File: src/rtl/sim_pkg.sv
// Shared definitions for the simulation fabric: scheduler states, return
// codes and the process-index width helper.
package sim_pkg;

    typedef enum logic [2:0] {
        ST_IDLE  = 3'd0,
        ST_INIT  = 3'd1,
        ST_RUN   = 3'd2,
        ST_PRINT = 3'd3,
        ST_DONE  = 3'd4
    } sched_state_t;

    localparam logic RC_STOPPED = 1'b0;
    localparam logic RC_TIMEOUT = 1'b1;

    // A single process still needs a one-bit index.
    function automatic int PROCESS_INDEX_W(input int n);
        int w;
        w = (n > 1) ? $clog2(n) : 1;
        return w;
    endfunction

endpackage

File: src/rtl/process_scheduler.sv
// Step sequencer: one init step, then one grant per process per step in index
// order, a print strobe after each step, halting on stop or budget exhaustion.
module process_scheduler
    import sim_pkg::*;
#(
    parameter int PROCESSES  = 4,
    parameter int STEP_WIDTH = 32,
    localparam int IDX_W     = PROCESS_INDEX_W(PROCESSES)
) (
    input  logic                         clock,
    input  logic                         reset,
    input  logic                         start,
    input  logic signed [STEP_WIDTH-1:0] max_steps,
    input  logic [PROCESSES-1:0]         proc_stop,
    output logic                         proc_init,
    output logic [PROCESSES-1:0]         proc_grant,
    output logic [IDX_W-1:0]             process_current,
    output logic signed [STEP_WIDTH-1:0] step,
    output logic                         print_strobe,
    output logic                         running,
    output logic                         done,
    output logic                         return_code
);

    localparam logic signed [STEP_WIDTH-1:0] STEP_ZERO = '0;
    localparam logic signed [STEP_WIDTH-1:0] STEP_NEG1 = '1;
    localparam logic signed [STEP_WIDTH-1:0] STEP_ONE  = STEP_WIDTH'(1'b1);
    localparam logic signed [STEP_WIDTH-1:0] STEP_MAX  = {1'b0, {(STEP_WIDTH-1){1'b1}}};
    localparam logic [IDX_W-1:0]             IDX_ONE   = IDX_W'(1'b1);
    localparam logic [IDX_W-1:0]             IDX_LAST  = IDX_W'(PROCESSES - 1);
    localparam logic [PROCESSES-1:0]         GRANT_ONE = PROCESSES'(1'b1);
    localparam logic [PROCESSES-1:0]         GRANT_ALL = '1;

    sched_state_t                   state_q, state_d;
    logic signed [STEP_WIDTH-1:0]   max_q, max_d;
    logic signed [STEP_WIDTH-1:0]   step_q, step_d;
    logic [IDX_W-1:0]               idx_q, idx_d;
    logic [PROCESSES-1:0]           grant_q, grant_d;
    logic                           init_q, init_d;
    logic                           print_q, print_d;
    logic                           running_q, running_d;
    logic                           done_q, done_d;
    logic                           rc_q, rc_d;
    logic signed [STEP_WIDTH-1:0]   step_inc_s;

    assign step_inc_s = (step_q == STEP_MAX) ? step_q : (step_q + STEP_ONE);

    // Next-state and next-output logic; outputs describe the state being entered.
    always_comb begin
        state_d   = state_q;
        max_d     = max_q;
        step_d    = step_q;
        idx_d     = '0;
        grant_d   = '0;
        init_d    = 1'b0;
        print_d   = 1'b0;
        running_d = 1'b0;
        done_d    = 1'b0;
        rc_d      = rc_q;
        case (state_q)
            ST_IDLE, ST_DONE: begin
                if (start) begin
                    state_d   = ST_INIT;
                    max_d     = max_steps;
                    step_d    = STEP_NEG1;
                    init_d    = 1'b1;
                    grant_d   = GRANT_ALL;
                    running_d = 1'b1;
                end else begin
                    done_d = (state_q == ST_DONE);
                end
            end
            ST_INIT: begin
                if (max_q <= STEP_ZERO) begin
                    state_d = ST_DONE;
                    rc_d    = RC_TIMEOUT;
                    done_d  = 1'b1;
                end else begin
                    state_d   = ST_RUN;
                    step_d    = STEP_ZERO;
                    grant_d   = GRANT_ONE;
                    running_d = 1'b1;
                end
            end
            ST_RUN: begin
                running_d = 1'b1;
                if (idx_q == IDX_LAST) begin
                    state_d = ST_PRINT;
                    print_d = 1'b1;
                end else begin
                    idx_d   = idx_q + IDX_ONE;
                    grant_d = GRANT_ONE << (idx_q + IDX_ONE);
                end
            end
            ST_PRINT: begin
                // Stop takes priority over budget exhaustion.
                if (|proc_stop) begin
                    state_d = ST_DONE;
                    rc_d    = RC_STOPPED;
                    done_d  = 1'b1;
                end else if (step_inc_s >= max_q) begin
                    state_d = ST_DONE;
                    rc_d    = RC_TIMEOUT;
                    done_d  = 1'b1;
                end else begin
                    state_d   = ST_RUN;
                    step_d    = step_inc_s;
                    grant_d   = GRANT_ONE;
                    running_d = 1'b1;
                end
            end
            default: begin
                state_d = ST_IDLE;
            end
        endcase
    end

    // State and registered outputs with synchronous reset.
    always_ff @(posedge clock) begin
        if (reset) begin
            state_q   <= ST_IDLE;
            max_q     <= '0;
            step_q    <= '0;
            idx_q     <= '0;
            grant_q   <= '0;
            init_q    <= 1'b0;
            print_q   <= 1'b0;
            running_q <= 1'b0;
            done_q    <= 1'b0;
            rc_q      <= 1'b0;
        end else begin
            state_q   <= state_d;
            max_q     <= max_d;
            step_q    <= step_d;
            idx_q     <= idx_d;
            grant_q   <= grant_d;
            init_q    <= init_d;
            print_q   <= print_d;
            running_q <= running_d;
            done_q    <= done_d;
            rc_q      <= rc_d;
        end
    end

    assign proc_init       = init_q;
    assign proc_grant      = grant_q;
    assign process_current = idx_q;
    assign step            = step_q;
    assign print_strobe    = print_q;
    assign running         = running_q;
    assign done            = done_q;
    assign return_code     = rc_q;

endmodule

File: config.mk
export PLATFORM = sky130hd
export DESIGN_NAME = process_scheduler
export DESIGN_NICKNAME = d
export VERILOG_FILES = /design/src/rtl/sim_pkg.sv /design/src/rtl/process_scheduler.sv
export SDC_FILE = /design/constraint.sdc
export NUM_CORES = 1
export LEC_CHECK = 0
export ABC_CLOCK_PERIOD_IN_PS = 4500
export CORE_ASPECT_RATIO = 1.1
export CORE_UTILIZATION = 35
export DETAILED_ROUTE_END_ITERATION = 8
export GPL_TIMING_DRIVEN = 0
export PLACE_DENSITY_LB_ADDON = 0.08
export SLEW_MARGIN = 25
export SYNTH_ARGS = -nofsm -noshare
export SYNTH_HDL_FRONTEND = slang
export SYNTH_SLANG_ARGS = --single-unit
export TNS_END_PERCENT = 30
File: constraint.sdc
create_clock -name clock -period 4.5 [get_ports clock]
set_input_delay 0.675 -clock clock [delete_from_list [all_inputs] [get_ports clock]]
set_output_delay 0.675 -clock clock [all_outputs]
set_load 0.1 [all_outputs]
# Word-level counts from Yosys, hierarchy flattened
# Cells that the tools add are included.
[classes]
addsub = 2
magnitude_cmp = 2
eq_ne = 13
n_shift = 1
muxes = 33
bitwise = 2
reduce_logical = 12
[op_table]
columns = ["op", "n"]
rows = [
  ["2-to-1 mux 32 bit", 5],
  ["one-hot mux 32 bit (3 select lines)", 1],
  ["adder 32 x 2 -> 32 bit (second input constant)", 1],
  ["equality test 32 bit (second input constant)", 1],
  ["greater-or-equal comparator 32 bit", 1],
  ["less-or-equal comparator 32 x 1 -> 1 bit (second input constant)", 1],
  ["one-hot mux 4 bit (4 select lines)", 1],
  ["2-to-1 mux 1 bit", 15],
  ["2-to-1 mux 3 bit", 5],
  ["!= test 2 bit (second input constant)", 6],
  ["one-hot mux 3 bit (4 select lines)", 1],
  ["2-to-1 mux 4 bit", 2],
  ["equality test 3 x 2 -> 1 bit (second input constant)", 2],
  ["OR reduction 2 bit", 3],
  ["AND reduction 5 bit", 1],
  ["one-hot mux 1 bit (4 select lines)", 1],
  ["AND reduction 2 bit", 2],
  ["OR reduction 4 bit", 1],
  ["<< shifter 1 x 2 -> 4 bit (first input constant)", 1],
  ["equality test 3 x 1 -> 1 bit (second input constant)", 1],
  ["equality test 3 bit (second input constant)", 1],
  ["zero test 3 bit", 1],
  ["!= test 3 bit (second input constant)", 1],
  ["one-hot mux 1 bit (3 select lines)", 1],
  ["other kinds (8)", 9],
]
[word_totals]
register_bits = 78
in_bits = 39
output_inout_bits = 43
wordCells = 75

# Depth between registers and ports, before layout
[logic_depth]
ltp_word = 6
depth_mapped = 18
ltp_nobuf = 15

# Worst setup path after synthesis
# No wires, ideal clock.
[synth_path]
path_type = "register to register"
startpoint = "reg step_q[4], in the netlist step[4]"
endpoint = "reg step_q[9], in the netlist step[9]"
setup_time_ps = 86
arrival_ps = 4744
required_ps = 4414
path_slack_ps = -330
path_stages_with_launch = 16
path_buffers = 3
synth_period_minus_slack_ps = 4830
cell_sequence = "dfxtp_1 -> clkbuf_2 -> nand4_1 -> or3_1 -> a2111oi_4 -> nand3_1 -> xnor2_1 -> ha_1 -> nand4_1 -> or4_1 -> or3_1 -> o32a_1 -> and2_1 -> buf_6 -> buf_6 -> a221oi_2"
[synth_via]
elab_chain_len = 5
word_cells_on_any_way = 9
cone_classes = "1 x add/sub; 1 x order compare; 2 x eq/ne; 4 x mux; 1 x reduce/logical"
[synth_rtl]
columns = ["item", "line", "text"]
rows = [
  ["from (decl)", "process_scheduler.sv:36", "logic signed [STEP_WIDTH-1:0] step_q, step_d;"],
  ["from (signal assigned)", "process_scheduler.sv:134", "step_q <= step_d;"],
  ["adder 32 x 2 -> 32 bit or equality test 32 bit (tied branches)", "process_scheduler.sv:46", "assign step_inc_s = (step_q == STEP_MAX) ? step_q : (step_q + STEP_ONE);"],
  ["2-to-1 mux 32 bit *", "process_scheduler.sv:46", ""],
  ["greater-or-equal comparator 32 bit or 2-to-1 mux 32 bit (tied branches)", "process_scheduler.sv:101", "end else if (step_inc_s >= max_q) begin"],
  ["!= test 2 bit (no source line) or 2-to-1 mux 32 bit (tied branches)", "-", ""],
  ["AND reduction 5 bit (no source line) or one-hot mux 32 bit (3 select lines) (tied branches)", "-", ""],
]
# Mark *: on every way between the ends. The rest lies on a longest branch, timed or not. The select of a mux whose other input is x is not followed.
# A chain may end at the register's enable or synchronous reset.

# Worst setup path in the final report
[layout_path]
startpoint = "reg step_q[4], in the netlist step[4]"
endpoint = "reg step_q[20], in the netlist step[20]"
# Same word-level chain as after synthesis.

==> key figures <==
Run status
  • Outcome: complete, no violations

Power
  • Leakage power: approximately 2.4 nW
  • Pwr dens: ~380 mW/mm^2
  • Overall power: around 0.0025 W
  • Max VDD drop: 0.000157 V

Clocking
  • CTS max path bufs: 2
  • Worst skew pair latency: 0.35 ns
  • Clk root buf: clkbuf_16
  • CTS clk-pin slew, worst paths: ~0.06 ns
  • CTS Hold Bufs: 0
  • H-Tree Level Count: 3
  • CTS tree: yes
  • Num CTS Buffers: 9
  • Clock Sinks: 78

Worst setup path
  • Slowest stage cell, crit path: or4_4
  • Crit path DAT: roughly 4.6 ns
  • Critical Path Source Type: flop
  • WP data required: between 4 and 5 ns
  • Critical Path Max Stage Delay: around 0.57 ns
  • Setup Crit Path Kind: reg2reg
  • Critical path fanouts, max: 10
  • Top cell by count, worst path: buf_4
  • Crit path cell chain: nand4_1 -> buf_4 -> or3_4 -> a2111oi_4 -> buf_4 -> and3_4 -> xnor2_1 -> ha_1 -> nand4_1 -> or4_4 -> or3_1 -> o32a_1 -> buf_4 -> buf_4 -> a31oi_1 -> a211oi_2
  • Worst path bufs/invs: 4
  • CP Capture Type: flop
  • Top cell family by delay on the critical path: simple AND/OR/NAND/NOR gates

Run
  • Max Cap Viol: 0

STA
  • Setup WS post-layout: around 0.13 ns
  • Final period utilization: about 97%
  • Worst slew pin tran: between 0.9 and 1 ns
  • Hold Fails Final Rpt: 0
  • Worst Skew: between 0.008 and 0.009 ns
  • Setup-failing EPs final: 0
  • Slew HR: between 30% and 40%
  • Clock period minus worst slack: ~4.4 ns
  • Fmax: ~230 MHz
  • Final Max Tran Viols: 0

Floorplan
  • Die Ht: between 100 and 150 um
  • Starting Density: a little over a third
  • Die area: ~0.015 mm^2
  • # IOs: approximately 80
  • Area of the core: about 0.014 mm^2
  • Row Count: 45
  • Die Span X: approximately 110 um

Placed design
  • DP Cell Count: just over 900
  • Placed Instance Area: approximately 0.006 mm^2
  • Setup WS pre-CTS: -0.251 ns
  • Post-detail-place hpwl: 12100 um
  • Buffers added on ports: 80
  • Gpl congestion: 0.870

Synth
  • Syn Area/Cell: between 7 and 8 um^2
  • Yosys reg bits: between 70 and 80
  • Asr flop ratio synth: 0%
  • Post-Syn Area: 0.00491 mm^2
  • Dominant cell type by area after synthesis: dfxtp_1
  • Gate Count Post-Synth: between 600 and 700
  • Top cells by area in the synthesized netlist: dfxtp_1 (32%), ha_1 (9.7%), nand2_1 (9.3%)
  • Number of synthesized flops with an enable pin: 0
  • Sequential share of the synthesized area: between 30% and 40%
  • Yosys synthesis warning count: 0
  • Most common library cells after synthesis: nand2_1 (121), dfxtp_1 (78), a21oi_1 (68)
  • Syn Nets: ~730
  • Synth unique cells: 50
  • Ys flop type: dfxtp_1
  • Top cell type's share of synthesized area: a little under a third
  • Most numerous cell in the Yosys netlist: nand2_1

Global routing
  • Initial antenna violation count: 0
  • Grt total ovfl: 0
  • Vias in the first global route: a little under 5000
  • First-pass GRT wire length: 25100 um
  • Gr usage total: 22.9%
  • Largest net degree at the start of global routing: 15

Route
  • Routed length per instance: between 15 and 20 um
  • Number of remaining DRC errors: 0
  • Final ANT Viol Nets: 0
  • DR vias: roughly 5000
  • Initial DRC count: 257
  • Routed WL: between 15000 and 20000 um
  • DRT Pass-1 Iters: 5
  • Via/cell ratio: between 5 and 6

Finish
  • FF+latch area: approximately 0.0016 mm^2
  • Fin util: 47.6%
  • Footprint of the multi-input gates: around 0.0031 mm^2
  • Finished Layout Cells: roughly 950
  • Layout cells sized above 1: 13.1%
  • Final Cell Area: 0.00654 mm^2
  • Number of fill cells: around 1400
  • Final net count: just over 800
  • Ant diodes: 0
  • Area grow syn2layout: 33.3%

Min path
  • HP Class: reg2reg
==> layout by cell type, fill, tap and decap left out, drive strengths merged, types with 5 or more instances in the layout <==
| cell | instances |
|---|---|
| a31oi | 21 |
| a21oi | 68 |
| dfxtp | 78 |
| and3 | 6 |
| o211ai | 5 |
| o21ai | 37 |
| nor3 | 5 |
| nand2 | 121 |
| clkdlybuf4s50 | 80 |
| clkbuf | 39 |
| ha | 38 |
| nor2 | 23 |
| a211oi | 20 |
| inv | 48 |
| xnor2 | 21 |
| xor2 | 8 |
| nand3 | 22 |
| buf | 25 |
| nand2b | 9 |
| nand4 | 16 |
| a221oi | 8 |
| nor4 | 12 |
| a21o | 5 |
==> power by group <==
part	switching (W)	total, W	internal [W]	leakage [nW]
Sequential	0.0000840	0.000847	0.000763	0.651
Clock	0.000317	0.000765	0.000448	0.141
Combinational	0.000612	0.000898	0.000286	1.58
Total	0.00101	0.00251	0.00150	2.37
==> sequential cells by signal, summed over array words and instances (netlist names) <==
register,flops
process_current,2
max_q,32
step,32
running,1
state_q,3
return_code,1
done,1
proc_grant,4
proc_init,1
print_strobe,1
==> area by class of cell <==
| type | count | area share (%) |
|---|---|---|
| plain buffers | 39 | 2.83 |
| clock buffers | 10 | 3.65 |
| clock inverters | 6 | 1.07 |
| inverters | 47 | 2.70 |
| multi-input cells | 482 | 47.8 |
| flip-flops and latches | 78 | 24.4 |
| well taps | 188 | 3.60 |
| repair buffers | 95 | 14.0 |
==> cell families (layout without fill, tap and decap cells) <==
kind of cell	count (synthesis)	in the layout	synth area share (%)
buffers and inverters	88	197	7.39
flip-flops	78	78	31.8
AO/OA/AOI/OAI	174	174	22.2
multiplexers	2	2	0.459
XOR/XNOR	29	29	5.17
adder cells (fa/ha/maj)	38	38	9.68
AND/OR/NAND/NOR	239	239	23.3
==> tightest hold or removal path, cell delays in order, from the launching register on <==
cell and delay, ns:
dfxtp_1 0.31, inv_1 0.06, a211oi_2 0.05
==> layer usage <==
layer  GRT usage (%)  part of all wire (%)
met1            27.4                    44
met2            37.7                    47
met3            3.71                   4.0
met4            14.6                   4.8
met5               0                     0
==> final timing paths <==
check / startpoint / to / slack (ns) / cells after the start
max: step[4] / step[20] / 0.13 / 16
min: return_code / return_code / 0.47 / 2
max reg2reg: step[4] / step[20] / 0.13 / 16
min reg2reg: return_code / return_code / 0.47 / 2
==> metrics by stage <==
step | setup TNS [ns] | hold slack, ns
2_1_floorplan | 0 | 0.449
3_3_place_gp | -7.78 | 0.455
3_5_place_dp | -5.90 | 0.453
4_1_cts | 0 | 0.465
5_1_grt | -0.0853 | 0.494
6_report | 0 | 0.471
==> repair_timing <==
item | CTS | global route
buffers inserted | 7 | 8
resized for setup | 11 | 22
setup endpoints to repair | 38 | 38
pin swaps | 4 | 3
(Power assumes the default switching activity.)
